<file path="src/rtl/alu_share_arbiter_pkg.sv">
// Shared encodings for the ALU sharing arbiter: yAlu op codes and FSM states.
package alu_share_arbiter_pkg;

  localparam int unsigned OP_W = 3;

  localparam logic [OP_W-1:0] ALU_AND = 3'b000;
  localparam logic [OP_W-1:0] ALU_OR  = 3'b001;
  localparam logic [OP_W-1:0] ALU_ADD = 3'b010;
  localparam logic [OP_W-1:0] ALU_SUB = 3'b110;
  localparam logic [OP_W-1:0] ALU_SLT = 3'b111;

  typedef enum logic [1:0] {
    S_IDLE = 2'd0,
    S_EXEC = 2'd1,
    S_RESP = 2'd2
  } state_t;

endpackage

</file>
<file path="src/rtl/alu_share_arbiter_rr_arb2.sv">
// Two-way round-robin picker: when both requesters are valid, prio selects the winner.
module rr_arb2 (
  input  logic [1:0] valid,
  input  logic       prio,
  output logic [1:0] gnt
);

  always_comb begin
    gnt    = 2'b00;
    gnt[0] = valid[0] & (~valid[1] | ~prio);
    gnt[1] = valid[1] & (~valid[0] |  prio);
  end

endmodule

</file>
<file path="src/rtl/alu_share_arbiter.sv">
// Shares one external combinational yAlu between two requesters with round-robin
// arbitration, registered operands, a held result and saturating grant counters.
module alu_share_arbiter
  import alu_share_arbiter_pkg::*;
#(
  parameter int unsigned W     = 32,
  parameter int unsigned CNT_W = 16
) (
  input  logic             clk,
  input  logic             reset,
  input  logic             req0_valid,
  output logic             req0_ready,
  input  logic [W-1:0]     req0_a,
  input  logic [W-1:0]     req0_b,
  input  logic [OP_W-1:0]  req0_op,
  input  logic             req1_valid,
  output logic             req1_ready,
  input  logic [W-1:0]     req1_a,
  input  logic [W-1:0]     req1_b,
  input  logic [OP_W-1:0]  req1_op,
  output logic [W-1:0]     alu_a,
  output logic [W-1:0]     alu_b,
  output logic [OP_W-1:0]  alu_op,
  input  logic [W-1:0]     alu_z,
  input  logic             alu_zero,
  output logic             rsp_valid,
  input  logic             rsp_ready,
  output logic             rsp_id,
  output logic [W-1:0]     rsp_z,
  output logic             rsp_zero,
  output logic [CNT_W-1:0] gnt_cnt0,
  output logic [CNT_W-1:0] gnt_cnt1
);

  state_t     state;
  logic       prio;
  logic       op_id;
  logic [1:0] arb_gnt;
  logic [1:0] gnt;

  rr_arb2 u_arb (
    .valid ({req1_valid, req0_valid}),
    .prio  (prio),
    .gnt   (arb_gnt)
  );

  // Ready is the combinational grant, only offered while idle.
  always_comb begin
    gnt        = 2'b00;
    if (state == S_IDLE) gnt = arb_gnt;
    req0_ready = gnt[0];
    req1_ready = gnt[1];
  end

  // The operand registers drive the yAlu directly, so alu_* only move on a grant.
  always_ff @(posedge clk) begin
    if (reset) begin
      state     <= S_IDLE;
      prio      <= 1'b0;
      op_id     <= 1'b0;
      alu_a     <= '0;
      alu_b     <= '0;
      alu_op    <= '0;
      rsp_valid <= 1'b0;
      rsp_id    <= 1'b0;
      rsp_z     <= '0;
      rsp_zero  <= 1'b0;
      gnt_cnt0  <= '0;
      gnt_cnt1  <= '0;
    end else begin
      case (state)
        S_IDLE: begin
          if (gnt != 2'b00) begin
            alu_a  <= gnt[1] ? req1_a  : req0_a;
            alu_b  <= gnt[1] ? req1_b  : req0_b;
            alu_op <= gnt[1] ? req1_op : req0_op;
            op_id  <= gnt[1];
            prio   <= ~gnt[1];
            if (gnt[0] && gnt_cnt0 != '1) gnt_cnt0 <= gnt_cnt0 + CNT_W'(1);
            if (gnt[1] && gnt_cnt1 != '1) gnt_cnt1 <= gnt_cnt1 + CNT_W'(1);
            state  <= S_EXEC;
          end
        end
        S_EXEC: begin
          rsp_z     <= alu_z;
          rsp_zero  <= alu_zero;
          rsp_id    <= op_id;
          rsp_valid <= 1'b1;
          state     <= S_RESP;
        end
        S_RESP: begin
          if (rsp_ready) begin
            rsp_valid <= 1'b0;
            state     <= S_IDLE;
          end
        end
        default: state <= S_IDLE;
      endcase
    end
  end

endmodule
</file>
<file path="config.mk">
export PLATFORM = sky130hd
export DESIGN_NAME = alu_share_arbiter
export DESIGN_NICKNAME = d
export VERILOG_FILES = /design/src/rtl/alu_share_arbiter_pkg.sv /design/src/rtl/alu_share_arbiter_rr_arb2.sv /design/src/rtl/alu_share_arbiter.sv
export SDC_FILE = /design/constraint.sdc
export NUM_CORES = 1
export LEC_CHECK = 0
export CAP_MARGIN = 20
export CORE_UTILIZATION = 30
export DETAILED_ROUTE_END_ITERATION = 10
export PLACE_DENSITY_LB_ADDON = 0.1
export REMOVE_ABC_BUFFERS = 1
export SETUP_SLACK_MARGIN = 0.1
export SYNTH_ARGS = -nofsm -noshare
export SYNTH_HDL_FRONTEND = slang
export SYNTH_SLANG_ARGS = --single-unit
</file>
<file path="constraint.sdc">
create_clock -name clk -period 2.47 [get_ports clk]
set_clock_uncertainty 0.1 [all_clocks]
set_input_delay 0.3705 -clock clk [delete_from_list [all_inputs] [get_ports clk]]
set_output_delay 0.3705 -clock clk [all_outputs]
set_load 0.01 [all_outputs]
</file>
Word level (Yosys, flattened, before mapping)
Cells that the tools add are included.
- register bits after elaboration: 138
- bits in latches: 0
- memory bits (writable): 0
- memory bits (read-only): 0
- bits of input ports: 172
- output and inout bits: 136
- word-level logic and storage cells: 47
- memories: 0
- add/subtract/negate cells: 2
- multiply operators: 0
- divide/modulo/power cells: 0
- magnitude comparators: 0
- equality and inequality tests: 6
- shift operators: 0
- mux-type cells: 9
- bitwise logic cells: 8
- reduce and logical (&&, ||, !) cells: 10
- operators by type and width (kind ; count):
    $mux W32 ; 2
    $add A16 B1 Y16 const B ; 2
    $ne A16 B16 Y1 const B ; 2
    $mux W2 ; 3
    $pmux W2 S3 ; 1
    $reduce_and A2 Y1 ; 3
    $reduce_and A3 Y1 ; 2
    $not A1 Y1 ; 4
    $reduce_bool A2 Y1 ; 2
    $mux W3 ; 1
    $and A1 B1 Y1 ; 2
    $eq A2 B1 Y1 const B ; 1
    $eq A2 B2 Y1 const B ; 1
    $logic_and A1 B1 Y1 ; 2
    $logic_not A2 Y1 ; 1
    $ne A2 B1 Y1 const B ; 1
    $ne A2 B2 Y1 const B ; 1
    $or A1 B1 Y1 ; 2
    $pmux W1 S2 ; 1
    $mux W1 ; 1

Depth between registers and ports, before layout
- depth after elaboration: 7
- gate-level depth with buffers: 7
- depth with buffers taken out: 6

Modules after synthesis
A second synthesis with hierarchy kept.
- cells, all modules: 628
- area, all modules: 5505.3 sq um
- by module, submodules not included (module ; times used ; cells an instance ; area an instance (sq um) ; sequential area each (sq um)):
    alu_share_arbiter ; 1 ; 625 ; 5486.5 ; 2762.6
    rr_arb2 ; 1 ; 3 ; 18.8 ; 0.0

Least setup slack after synthesis
Ideal clock, no wire load.
- path type: register to register
- start point: register gnt_cnt0[0]
- end point: register gnt_cnt0[15]
- setup time: 0.123 ns
- data arrival time: 1.624 ns
- required time: 2.247 ns
- slack: 0.622 ns
- stages on the path, launching flop included: 7
- buffers on the path: 1
- clock period less this slack: 1.848 ns
- cells stage by stage: dfxtp_1 ha_1 and4_4 buf_6 a211oi_4 nand4_1 mux2_1
- word-level cells in the longest chain between the ends: 3
- elaborated cells on any way between the ends: 4
- classes of those cells: add/sub: 1; eq/ne: 1; reduce/logical: 2
- RTL lines (item ; RTL line ; text):
    start, declared ; alu_share_arbiter.sv:31 ; output logic [CNT_W-1:0] gnt_cnt0,
    start signal, assigned ; alu_share_arbiter.sv:79 ; if (gnt[0] && gnt_cnt0 != '1) gnt_cnt0 <= gnt_cnt0 + CNT_W'(1);
    branches (longest 3 deep; another with $add A16 B1 Y16) ; - ;
Parallel ways; which one is timed is not known.
A chain may end at the register's enable or synchronous reset.

Final worst setup path
- start point: input port req0_valid
- end point: output port req0_ready
- word-level cells in the longest chain between the ends: 2
- RTL lines (item ; RTL line ; text):
    start, declared ; alu_share_arbiter.sv:11 ; input logic req0_valid,
    $and A1 B1 Y1 ; alu_share_arbiter_rr_arb2.sv:10 ; gnt[0] = valid[0] & (~valid[1] | ~prio);
    $mux W2 ; alu_share_arbiter.sv:50 ; if (state == S_IDLE) gnt = arb_gnt;
    end, declared ; alu_share_arbiter.sv:12 ; output logic req0_ready,
No other way between the ends.

==> summary.md <==
| Metric | Value |
|---|---|
| First DRT Iteration DRCs | 255 |
| #FFs+latches synth | 138 |
| Mapped Cells | 728 |
| Total power | 6.54 mW |
| GRT Util Overall | 19.7% |
| Post-Syn Area | 5840 µm² |
| Max Fclk | 445 MHz |
| Die ar. | 20,000 µm² |
| Crit end category | primary output |
| Post-synth top area share | 47.3% |
| CP Class | in2out |
| Yosys cell types | 42 |
| Setup slack, reg-to-reg | 0.58 ns |
| Num Clock Sinks | 138 |
| Post-synth top area cell | dfxtp_1 |
| P_sw | 1.83 mW |
| Syn-to-layout area delta | 67.8% |
| Root Buffer | clkbuf_16 |
| Run status | finished, final reports clean |
| Peak VDD IR | 0.429 mV |
| Worst-path clk slew | 0.07 ns |
| Asr flop ratio synth | 0% |
| Gate power share | 21.2% |
| Switching Share | 28.0% |
| Flop pwr share | 38.6% |
| Hold Slack | 0.237 ns |
| Initial Utilization | 30.9% |
| Post-synthesis sequential area ratio | 47.3% |
| First-pass GRT wire length | 30.7 mm |
| ANT nets after route | 0 |
| Post-cts resize count | 2 |
| Hold WC Path Type | in2reg |
| Worst Tran Pin Value | 0.527 ns |
| Antenna diode count | 0 |
| Largest net degree at the start of global routing | 74 |
| Post-DP HPWL | 13.8 mm |
| Post-layout nets | 1,186 |
| Num ports | 308 |
| Share of cells above drive strength 1 | 6.44% |
| Via Count | 6,007 |
| Port Buffers | 307 |
| Initial antenna violation count | 0 |
| Core region area | 18,900 µm² |
| Hold Path Cell Cnt | 2 |
| Top post-synthesis cells by area | dfxtp_1 47%, nand2_1 14%, a311oi_1 10% |
| Final Hold Vio Count | 0 |
| Post-synth top flop | dfxtp_1 |
| Worst slew margin | 64.8% |
| Worst setup SP type | input pin |
| Max Cap Violations | 0 |
| DRC viols | 0 |
| Static leakage | 3.55 nW |
| CTS Buf Count | 17 |
| WP data required | 2.00 ns |
| Clk buf depth | 2 |
| Period utilization | 91.0% |
| Via density | 4.67 |
| Total Wirelength | 19.5 mm |
| Min cycle time layout | 2.25 ns |
| Avg Inst Size Synth | 8.03 µm² |
| Die Y | 142 µm |
| Setup Fix Bufs, Post-CTS | 0 |
| Vias in the first global route | 5,685 |
| RePlAce Congestion | 0.751 |
| Warnings from Yosys | 0 |
| TritonCTS clock tree | done |
| Drt first pass iters | 4 |
| R2R cell count | 5 |
| RSZ-0062 raised after global routing | false |
| Clk pwr share | 40.2% |
| Clock Latency Late Sink | 0.42 ns |
| WL per Instance | 15.2 µm |
| CP max FO | 3 |
| Setup violations, final | 0 |
| Int Pwr | 4.71 mW |
| Grt ovf | 0 |
| H-tree depth | 4 |
| Post-CTS Hold Buffers | 0 |
| Post-synth EDFFs | 0 |
| Cell row count | 50 |
| Worst EP arrival | 1.78 ns |
| Slew Limit Fails | 0 |
| DIE WIDTH | 142 µm |
| Pwr Density | 667 nW/µm² |
Yosys cell counts, drive strengths merged (2+ instances only):
cell and count:
o21ai 2, nand4 10, and4 5, inv 7, nor2 107, clkbuf 36, ha 2, nor2b 4
xnor2 28, a2111oi 2, a211oi 10, nand2 211, nand2b 2, mux2 2, and2 2, nand3 11
a21oi 38, mux2i 2, nor4 8, nor3 5, buf 20, dfxtp 138, a311oi 69
path summary, 6_finish.rpt:
| path | from | end |
|---|---|---|
| setup / recovery | req0_valid | req0_ready |
| hold / removal | reset | gnt_cnt1[13]$_SDFFE_PP0P_ |
| setup reg to reg | gnt_cnt0[2]$_SDFFE_PP0P_ | gnt_cnt0[15]$_SDFFE_PP0P_ |
| hold reg to reg | rsp_z[17]$_SDFFE_PP0P_ | rsp_z[17]$_SDFFE_PP0P_ |
state kept, by name (all words and copies together), names as in the netlist, 2 cells and up:
name	cells
alu_a	32
alu_b	32
rsp_z	32
gnt_cnt0	16
gnt_cnt1	16
alu_op	3
state	2
critical path, cell delays in order:
cell             delay (ns)
clkdlybuf4s50_1        0.51
a21boi_2               0.20
nand2_1                0.08
inv_1                  0.06
clkdlybuf4s50_1        0.56
metrics by stage:
step	setup TNS, ns	instance area (µm²)	cells	util [%]	worst slack, ns
2_1_floorplan	-75.70	5610	672	-	-1.07
3_3_place_gp	0	9200	1253	48.7	0.0291
3_5_place_dp	0	9200	1253	48.7	0.0195
4_1_cts	0	9800	1285	51.9	0.144
5_1_grt	0	9800	1285	51.9	0.144
6_report	0	9800	1285	51.9	0.222
power groups by stage:
stage                     sequential, mW  combinational (mW)  clock [mW]
final                               2.52                1.39        2.63
after detailed placement            2.57                1.40           0
after CTS                           2.53                1.41        2.70
after floorplan                     2.66               0.463           0
after global routing                2.55                1.52        2.82
after global placement              2.57                1.41           0
logic make-up (layout without fill, tap and decap cells):
| kind of cell | Yosys count | count (layout) | share of synthesized area (%) |
|---|---|---|---|
| xor gates and xnor gates | 28 | 28 | 4.20 |
| muxes | 4 | 4 | 0.728 |
| buffers and inverters | 63 | 360 | 4.45 |
| DFF | 138 | 138 | 47.3 |
| adders and majority gates | 2 | 2 | 0.428 |
| AOI/OAI and AO/OA | 124 | 124 | 16.4 |
| and+or+nand+nor | 369 | 369 | 26.6 |
placed cells by master, fill, tap and decap left out, drive strengths merged, types with 2 or more instances in the layout:
cell type / instances
clkbuf: 17
o21ai: 2
a311oi: 69
ha: 2
mux2i: 2
a211oi: 10
and2: 2
clkdlybuf4s50: 305
buf: 15
a2111oi: 2
and4: 5
nand2: 211
nand2b: 2
bufinv: 2
xnor2: 28
nor2: 107
nor3: 5
nand3: 11
nor2b: 4
clkinv: 3
a21oi: 38
nand4: 10
inv: 16
nor4: 8
dfxtp: 138
mux2: 2
routing by layer:
| layer | track usage [%] | wire, µm | vias up |
|---|---|---|---|
| met3 | 9.21 | 1980 | 21 |
| li1 | - | - | 3067 |
| met4 | 5.43 | 263 | 0 |
| met1 | 22.6 | 8090 | 2713 |
| met2 | 32.6 | 9180 | 206 |
| met5 | 0 | 0 | - |
layout make-up:
| class | count | area, µm² |
|---|---|---|
| clock inverters | 15 | 179 |
| clock buffers | 17 | 425 |
| repair buffers | 321 | 3240 |
| fillers | 1848 | 9090 |
| inverters | 7 | 26.3 |
| flip-flops and latches | 138 | 2760 |
| multi-input cells | 527 | 2850 |
| well taps | 260 | 325 |
Note: power is estimated with default switching activity, not from simulation.
